File: config.mk
export PLATFORM = sky130hd
export DESIGN_NAME = sram_arbiter_2p
export DESIGN_NICKNAME = d
export VERILOG_FILES = /design/src/rtl/sram_arbiter_2p.sv
export SDC_FILE = /design/constraint.sdc
export NUM_CORES = 1
export LEC_CHECK = 0
export BUFFER_PORTS_ARGS = -buffer_cell sky130_fd_sc_hd__buf_2
export CORE_MARGIN = 3
export CORE_UTILIZATION = 53
export CTS_CLUSTER_SIZE = 10
export DETAILED_ROUTE_END_ITERATION = 8
export PLACE_DENSITY = 0.84
export REMOVE_ABC_BUFFERS = 1
export SLEW_MARGIN = 20
export SYNTH_ARGS = -nofsm -noshare
export SYNTH_HDL_FRONTEND = slang
export SYNTH_SLANG_ARGS = --single-unit
File: constraint.sdc
create_clock -name clk -period 3.3 [get_ports clk]
set_input_delay 0.495 -clock clk [delete_from_list [all_inputs] [get_ports clk]]
set_output_delay 0.495 -clock clk [all_outputs]
set_load 0.02 [all_outputs]
File: src/rtl/sram_arbiter_2p.sv
// Two-port round-robin arbiter and sequencer for the 16x8 SRAM controller.
// Runs one controller transaction at a time and aborts it if done never arrives.
`timescale 1ns/1ps

// state | meaning
// IDLE  | waiting for a_req/b_req, picks the winner and captures its command
// ISSUE | mc_start pulse, timer cleared
// WAIT  | waiting for mc_done or watchdog expiry
// RESP  | owner done/err pulse, round-robin pointer moves to the other side
module sram_arbiter_2p #(
    parameter int TIMEOUT = 15
) (
    input  logic       clk,
    input  logic       rst_n,
    input  logic       a_req,
    input  logic       a_rw,
    input  logic [3:0] a_addr,
    input  logic [7:0] a_wdata,
    output logic       a_gnt,
    output logic       a_done,
    output logic       a_err,
    output logic [7:0] a_rdata,
    input  logic       b_req,
    input  logic       b_rw,
    input  logic [3:0] b_addr,
    input  logic [7:0] b_wdata,
    output logic       b_gnt,
    output logic       b_done,
    output logic       b_err,
    output logic [7:0] b_rdata,
    output logic       mc_start,
    output logic       mc_rw,
    output logic [3:0] mc_addr,
    output logic [7:0] mc_wdata,
    input  logic [7:0] mc_rdata,
    input  logic       mc_done
);

    typedef enum logic [1:0] {IDLE, ISSUE, WAIT, RESP} state_t;

    localparam logic [3:0] TIMER_LAST = 4'(TIMEOUT - 1);

    state_t     state;
    logic       rr_ptr;
    logic       owner;
    logic       cmd_rw;
    logic [3:0] cmd_addr;
    logic [7:0] cmd_wdata;
    logic [3:0] timer;
    logic       win_b;
    logic       active;

    // B wins when alone or when both request and the pointer favours B
    assign win_b  = b_req & (~a_req | rr_ptr);
    assign active = (state != IDLE);

    assign mc_rw    = active & cmd_rw;
    assign mc_addr  = active ? cmd_addr  : 4'h0;
    assign mc_wdata = active ? cmd_wdata : 8'h00;

    always_ff @(posedge clk or negedge rst_n) begin
        if (!rst_n) begin
            state     <= IDLE;
            rr_ptr    <= 1'b0;
            owner     <= 1'b0;
            cmd_rw    <= 1'b0;
            cmd_addr  <= 4'h0;
            cmd_wdata <= 8'h00;
            timer     <= 4'h0;
            a_gnt     <= 1'b0;
            b_gnt     <= 1'b0;
            a_done    <= 1'b0;
            b_done    <= 1'b0;
            a_err     <= 1'b0;
            b_err     <= 1'b0;
            a_rdata   <= 8'h00;
            b_rdata   <= 8'h00;
            mc_start  <= 1'b0;
        end else begin
            a_gnt    <= 1'b0;
            b_gnt    <= 1'b0;
            a_done   <= 1'b0;
            b_done   <= 1'b0;
            a_err    <= 1'b0;
            b_err    <= 1'b0;
            mc_start <= 1'b0;
            case (state)
                IDLE: begin
                    if (a_req | b_req) begin
                        owner     <= win_b;
                        cmd_rw    <= win_b ? b_rw    : a_rw;
                        cmd_addr  <= win_b ? b_addr  : a_addr;
                        cmd_wdata <= win_b ? b_wdata : a_wdata;
                        a_gnt     <= ~win_b;
                        b_gnt     <= win_b;
                        mc_start  <= 1'b1;
                        state     <= ISSUE;
                    end
                end
                ISSUE: begin
                    timer <= 4'h0;
                    state <= WAIT;
                end
                WAIT: begin
                    if (mc_done) begin
                        if (owner) begin
                            b_done <= 1'b1;
                            if (cmd_rw) b_rdata <= mc_rdata;
                        end else begin
                            a_done <= 1'b1;
                            if (cmd_rw) a_rdata <= mc_rdata;
                        end
                        state <= RESP;
                    end else if (timer == TIMER_LAST) begin
                        // watchdog expiry: read data is forced to zero
                        if (owner) begin
                            b_done <= 1'b1;
                            b_err  <= 1'b1;
                            if (cmd_rw) b_rdata <= 8'h00;
                        end else begin
                            a_done <= 1'b1;
                            a_err  <= 1'b1;
                            if (cmd_rw) a_rdata <= 8'h00;
                        end
                        state <= RESP;
                    end else begin
                        timer <= timer + 4'd1;
                    end
                end
                RESP: begin
                    rr_ptr <= ~owner;
                    state  <= IDLE;
                end
                default: state <= IDLE;
            endcase
        end
    end

endmodule
# Word-level counts from Yosys, hierarchy flattened
# Index checks and enable logic that the tools add are counted.
# Widths: inputs -> output; s select.
# word_totals
regBits	44
in_bits	39
out_inout_bits	36
# op_classes
add_sub_neg	1
n_eq_ne	8
muxes	40
bitwise	7
reduce_logical	9
# op_table
op	count
$mux 8	12
$mux 1	19
$mux 4	4
$pmux 2 s4	1
$pmux 4 s2	1
$reduce_and 4->1	2
$mux 2	3
$ne 2x2->1 const B	3
$reduce_bool 2->1	3
$add 4x1->4 const B	1
$eq 2x2->1 const B	2
$eq 4x4->1 const B	1
$reduce_and 2->1	2
$ne 3x3->1 const B	1
$not 1->1	3
$reduce_and 3->1	1
$and 1x1->1	2
$eq 2x1->1 const B	1
$logic_not 2->1	1
$or 1x1->1	2

# Logic depth before layout (Yosys ltp)
# Gate-level depths: netlist (run 1).
# depth
depth_word	6
mapped_depth	8

# Worst setup path before layout (run 1)
# Ideal clock, no wire load.
# synth_path
path_type	register -> output
start	register state[0]
end	output mc_wdata[0]
t_arrival_ns	1.302
required_ns	2.805
path_slack_ns	1.503
path_stages_with_launch	6
n_path_buf	2
cell_sequence	dfrtp_1 -> inv_1 -> ha_1 -> buf_4 -> clkbuf_1 -> nor2b_1
# synth_via
elab_chain_len	2
# synth_lines
element	line_no	source
from (decl)	43	state_t state;
from (signal assigned)	63	state <= IDLE;
from (signal assigned)	97	state <= ISSUE;
from (signal assigned)	102	state <= WAIT;
$reduce_bool 2->1	55	assign active = (state != IDLE);
$mux 8	59	assign mc_wdata = active ? cmd_wdata : 8'h00;
to (decl)	34	output logic [7:0] mc_wdata,
# Every way passes these cells.

# Worst setup path after layout (run 1)
# layout_path
start	register state[0]
end	output mc_rw
# layout_via
elab_chain_len	2
# layout_lines
element	line_no	source
$reduce_bool 2->1	55	
$and 1x1->1	57	assign mc_rw = active & cmd_rw;
to (decl)	32	output logic mc_rw,
# Every way passes these cells.

==> metrics.cfg, run 1 <==
[final_layout]
fin_nets = 312
seq_area_um2 = 1101
layout_commonest_cell = buf_2
antenna_cells = 0
multiInputGateArea_um2 = 909.6
fill_cells = 299
mostFrequentLayoutCells = buf_2 (74), dfrtp_1 (44), nand2_1 (18)
area_delta_synth_final_pct = 19.72
drive_gt1_share_pct = 33.96

[timing]
worst_clock_skew_ns = 0.005939
rsz0062_at_grt = no
setup_violations = 0
max-slew-margin-rel_pct = 37.72
slew_viol_final = 0
tightest_slew_ns = 0.9342
timing.final.crit_period_ns = 2.249
timing.fmax_mhz = 444.7
fin_setup_tns_ns = 0
hold_ws_ns = 0.3378
final.period_utilization_pct = 68.14
hold_viol = 0

[clock_tree]
clk_pin_slew_ns = 0.08
cts_tree = built
ctsHoldBuffers = 0
numCtsBuffers = 5
clock_latency_ns = 0.29
cts_setup_buffers = 0
cts_sinks = 44
ctsResizeCount = 0
htree_levels = 2
cts_root_buf = clkbuf_8
max-clock-path-buffers = 2

[critical_path]
regToRegEndpoint = cmd_wdata[1]$_DFFE_PN0P_
worst_setup_path_start_kind = register
r2r_cells = 6
cp_max_fo = 19
cp_data_required_time_ns = 2.80
r2r-start = state[0]$_DFFE_PN0P_
r2r_slack_ns = 1.29
worst_setup_path_end_kind = primary output
critPathKind = register to primary output
crit_arrival_ns = 1.75

[logic_synthesis]
synth_edf_count = 0
ys_async_sr_fraction_pct = 100.0
synth-seq-cells = 44
avgSynthCellArea_um2 = 10.61
synth_area_um2 = 2132
ys.flop_type = dfrtp_1
ys_seq_area_share_pct = 51.64
yosys_warnings = 0
netlist_instances = 201
synth_cell_types = 38

[floorplanning]
dieArea_um2 = 4820
fp.dieW_um = 69.43
start_util_pct = 56.54
coreArea_um2 = 3771
pin_count = 75
dieHeight_um = 69.43
rows = 22

[power]
sequentialPowerShare_pct = 37.4
netSwitchingFraction_pct = 42.24
power_leakage_nw = 1.285
combPwrFrac_pct = 48.4
p_int_w = 0.001376
p_sw_w = 0.001006
clkPwrFrac_pct = 14.2
power.density_nw_per_um2 = 933.4
ir_drop_mv = 0.5912

[detailed_routing]
viasPerCell = 5.494
wire_per_inst_um = 14.09
drt.antenna.violating_nets = 0
first_iter_violations = 131
vias = 1736
wirelength_um = 4454
drcViolationCount = 0
first_pass_iters = 4

[global_route]
antenna_found_initial = 0
grt_pass1_vias = 1616
grt_max_degree = 45
overflow = 0
grt_pass1_wl_um = 7348
groute.usage.overall_pct = 18.90

[worst_hold_path]
hp-class = input pin to asynchronous set/reset pin

[placement]
hpwl_um = 3256
gp_congestion = 0.8502
portBuffers = 74

[status]
status = completed

[job]
drv_cap = 0

## final cells by class
type	instances	share of cell area, %
inverters	5	0.7353
flip-flops and latches	44	43.14
repair buffers	74	14.51
clock buffers	6	3.235
multi-input cells	137	35.64
clock inverters	2	0.3922
well taps	48	2.353
## state kept, by name, summed over array words and instances, names as in the netlist, 2 cells and up
register and cells:
cmd_wdata 8, a_rdata 8, state 2, b_rdata 8, timer 4, cmd_addr 4
## per-layer routing
metal  global-route usage, %  part of all wire [%]  vias up
met5                       0                     0        -
met4                   7.375                   2.4        0
met2                   30.30                    49       40
li1                        -                     -      844
met3                   5.217                   4.8       11
met1                   24.29                    44      841
## power by group through the flow
stage	clock network [W]	registers, W	logic (W)
3_3_place_gp	0	0.000897	0.00114
6_report	0.000338	0.000891	0.00115
2_1_floorplan	0	0.00101	0.000677
3_5_place_dp	0	0.000903	0.00117
5_1_grt	0.000367	0.000923	0.00128
4_1_cts	0.000344	0.000891	0.00117
## critical path, stage by stage, from the launching register on
cell,delay [ns]
dfrtp_1,0.42
inv_1,0.09
ha_1,0.63
nor2b_1,0.12
buf_2,0.19
## Yosys cell counts, drive strengths merged (2+ instances only)
cell type	number	area [um2]
nor2	17	63.81
nand2b	3	18.77
nand3	2	20.02
and3	4	25.02
buf	13	93.84
nand2	19	78.82
inv	5	18.76
clkbuf	2	8.750
o21ai	12	71.32
dfrtp	44	1101
a31oi	11	68.82
nand4	3	18.77
o2bb2ai	8	70.07
ha	6	75.07
nor2b	17	113.9
a32o	8	80.08
o211ai	2	15.01
a21oi	12	60.06
mux2i	2	20.02
## cell families (layout without fill, tap and decap cells)
| family | count (synthesis) | after routing | share of synthesized area (%) |
|---|---|---|---|
| adder cells (fa/ha/maj) | 6 | 6 | 3.521 |
| AND/OR/NAND/NOR | 68 | 68 | 17.14 |
| buffers and inverters | 20 | 87 | 5.692 |
| flip-flops | 44 | 44 | 51.64 |
| multiplexers | 3 | 3 | 1.467 |
| AO/OA/AOI/OAI | 60 | 60 | 20.54 |
## how the worst max path moves through the flow
stage                     slack (ns)  depth (start not counted)                  from                       end
final                           1.05                          4  state[0]$_DFFE_PN0P_                     mc_rw
after global placement          1.35                          6  state[0]$_DFFE_PN0P_  cmd_wdata[0]$_DFFE_PN0P_
after detailed placement        1.27                          6  state[0]$_DFFE_PN0P_  cmd_wdata[0]$_DFFE_PN0P_
after floorplan                 1.61                          3  state[0]$_DFFE_PN0P_                mc_addr[0]
after global routing            0.90                          4  state[0]$_DFFE_PN0P_               mc_wdata[6]
after CTS                       1.02                          4  state[0]$_DFFE_PN0P_                     mc_rw
## metrics by stage
step / cell area, um2 / util (%) / worst slack [ns] / power, W / std cells
2_1_floorplan: 2029 / - / 1.609 / 0.001687 / 186
3_3_place_gp: 2460 / 65.23 / 1.350 / 0.002041 / 308
3_5_place_dp: 2460 / 65.23 / 1.272 / 0.002070 / 308
4_1_cts: 2552 / 67.68 / 1.020 / 0.002403 / 316
5_1_grt: 2552 / 67.68 / 0.8986 / 0.002566 / 316
6_report: 2552 / 67.68 / 1.051 / 0.002383 / 316
Note: power is estimated with default switching activity, not from simulation.
==> run 2, diff against run 1 <==
--- a/config.mk
+++ b/config.mk
@@ -7,10 +7,10 @@
 export LEC_CHECK = 0
 export BUFFER_PORTS_ARGS = -buffer_cell sky130_fd_sc_hd__buf_2
 export CORE_MARGIN = 3
-export CORE_UTILIZATION = 53
+export CORE_UTILIZATION = 49
 export CTS_CLUSTER_SIZE = 10
 export DETAILED_ROUTE_END_ITERATION = 8
-export PLACE_DENSITY = 0.84
+export PLACE_DENSITY = 0.79
 export REMOVE_ABC_BUFFERS = 1
 export SLEW_MARGIN = 20
 export SYNTH_ARGS = -nofsm -noshare
==> constraint.sdc (replaced) <==
create_clock -name clk -period 2.1 [get_ports clk]
set_input_delay 0.315 -clock clk [delete_from_list [all_inputs] [get_ports clk]]
set_output_delay 0.315 -clock clk [all_outputs]
set_load 0.02 [all_outputs]
==> metrics.cfg, run 2 (synthesis gave the netlist of run 1 again) <==
[clock_tree]
numCtsBuffers = 5  ; unchanged
clock_latency_ns = 0.29  ; about the same
cts_setup_buffers = 0  ; unchanged
ctsResizeCount = 0  ; unchanged
clk_pin_slew_ns = 0.08  ; about the same
cts_sinks = 44  ; unchanged
cts_root_buf = clkbuf_8
max-clock-path-buffers = 2  ; unchanged
ctsHoldBuffers = 0  ; unchanged
htree_levels = 2  ; unchanged
cts_tree = built

[power]
clkPwrFrac_pct = 14.6  ; +0.4 points
power_leakage_nw = 1.300  ; +1.1%
combPwrFrac_pct = 48.7  ; +0.3 points
netSwitchingFraction_pct = 42.17  ; -0.069 points
power.density_nw_per_um2 = 1489  ; +60%
p_sw_w = 0.001621  ; +61%
sequentialPowerShare_pct = 36.6  ; -0.8 points
ir_drop_mv = 0.6984  ; +18%
p_int_w = 0.002223  ; +62%

[critical_path]
critPathLaunch = state[0]$_DFFE_PN0P_
worst_setup_path_start_kind = register
r2r_slack_ns = 0.28  ; -1.01 ns
regToRegEndpoint = b_rdata[6]$_DFFE_PN0P_
cpMaxStageDelayCell = dfrtp_1
path_cells = inv_1 > ha_1 > buf_4 > nor2b_1 > buf_2
critPathKind = register to primary output
r2r_cells = 5  ; -1
crit_arrival_ns = 1.64  ; -0.11 ns
cp_max_fo = 9  ; -10
worst_setup_path_end_kind = primary output
cp-endpoint = mc_addr[2]
cp_data_required_time_ns = 1.78  ; -1.02 ns
r2r-start = state[0]$_DFFE_PN0P_
max_stage_delay_ns = 0.41  ; -0.22 ns

[timing]
worst_clock_skew_ns = 0.005685  ; -0.0002540 ns
tightest_slew_ns = 0.7490  ; -0.1852 ns
max-slew-margin-rel_pct = 50.07  ; +12 points
rsz0062_at_grt = no
hold_viol = 0  ; unchanged
fin_setup_tns_ns = 0  ; unchanged
final.period_utilization_pct = 93.17
hold_ws_ns = 0.07844  ; -0.2594 ns
setup_violations = 0  ; unchanged
slew_viol_final = 0  ; unchanged
timing.final.crit_period_ns = 1.957
timing.fmax_mhz = 511.1

[floorplanning]
pin_count = 75  ; unchanged
coreArea_um2 = 4086  ; +8.4%
dieHeight_um = 71.96  ; +3.7%
rows = 23  ; +4.5%
fp.dieW_um = 71.96  ; +3.7%
start_util_pct = 52.17  ; -4.4 points
dieArea_um2 = 5178  ; +7.4%

[final_layout]
reg.largest.list = a_rdata (8), b_rdata (8), cmd_wdata (8)
drive_gt1_share_pct = 34.44  ; +0.49 points
fin_nets = 315  ; +0.96%
seq_area_um2 = 1101  ; unchanged
antenna_cells = 0  ; unchanged
layout_commonest_cell = buf_2
fill_cells = 345  ; +15%
area_delta_synth_final_pct = 21.07
mostFrequentLayoutCells = buf_2 (74), dfrtp_1 (44), nand2_1 (18)
multiInputGateArea_um2 = 909.6  ; unchanged

[detailed_routing]
wire_per_inst_um = 15.51  ; +10%
wirelength_um = 4964  ; +11%
first_pass_iters = 4  ; unchanged
vias = 1774  ; +2.2%
drcViolationCount = 0  ; unchanged
drt.antenna.violating_nets = 0  ; unchanged
first_iter_violations = 151  ; +15%
viasPerCell = 5.544  ; +0.91%

[status]
status = completed

[worst_hold_path]
hp-class = input pin to asynchronous set/reset pin

[placement]
portBuffers = 74  ; unchanged
gp_congestion = 0.7835  ; -7.8%
hpwl_um = 3618  ; +11%

[global_route]
grt_max_degree = 36  ; -20%
overflow = 0  ; unchanged
grt_pass1_vias = 1624  ; +0.50%
grt_pass1_wl_um = 7879  ; +7.2%
antenna_found_initial = 0  ; unchanged
groute.usage.overall_pct = 19.71  ; +0.81 points

[job]
drv_cap = 0  ; unchanged

## run 2: changes by cell type in the layout (fill, tap and decap cells not counted), sizes merged
| cell | change |
|---|---|
| clkbuf | +1 |
| buf | +3 |
| clkinv | -2 |
## run 2: cell type report
cell class | count | area share, %
Inverter | 5 | 0.7271
Timing Repair Buffer | 77 | 15.22
Sequential cell | 44 | 42.66
Tap cell | 50 | 2.424
Multi-Input combinational cell | 137 | 35.24
Clock buffer | 7 | 3.732
## run 2: power by group through the flow
stage	registers [W]	clock network [W]	logic [W]
floorplan	0.00159	0	0.00106
global placement	0.00141	0	0.00184
detailed placement	0.00142	0	0.00189
CTS	0.00141	0.000577	0.00189
global route	0.00145	0.000613	0.00203
finish	0.00141	0.000561	0.00187
## run 2: routing by layer
metal	routed length, um	track usage [%]
met3	247	4.709
met4	74	6.889
met5	0	0
met2	2508	31.53
met1	2134	26.39
## run 2: worst min-delay path by stage
stage	slack (ns)	endpoint	depth (start not counted)	from
2_1_floorplan	0.02	a_done$_DFF_PN0_	0	rst_n
5_1_grt	0.14	cmd_addr[3]$_DFFE_PN0P_	1	rst_n
3_3_place_gp	0.43	cmd_addr[3]$_DFFE_PN0P_	1	rst_n
6_report	0.08	cmd_addr[3]$_DFFE_PN0P_	1	rst_n
3_5_place_dp	0.44	cmd_addr[3]$_DFFE_PN0P_	1	rst_n
4_1_cts	0.12	cmd_addr[3]$_DFFE_PN0P_	1	rst_n
## run 2: critical path: cells and delay by family (launching register included)
family	cells	cell delay, ns
adders and majority gates	1	0.34
buffers and inverters	3	0.48
and+or+nand+nor	1	0.12
DFF	1	0.41
## run 2: metrics by stage
stage / util (%) / cells / area, um2 / worst slack (ns) / power (W)
2_1_floorplan: - / 186 / 2029 / 0.4613 / 0.002651
3_3_place_gp: 60.81 / 313 / 2485 / 0.3731 / 0.003250
3_5_place_dp: 60.81 / 313 / 2485 / 0.2799 / 0.003310
4_1_cts: 63.17 / 320 / 2581 / 0.1214 / 0.003874
5_1_grt: 63.17 / 320 / 2581 / 0.04854 / 0.004095
6_report: 63.17 / 320 / 2581 / 0.1434 / 0.003844
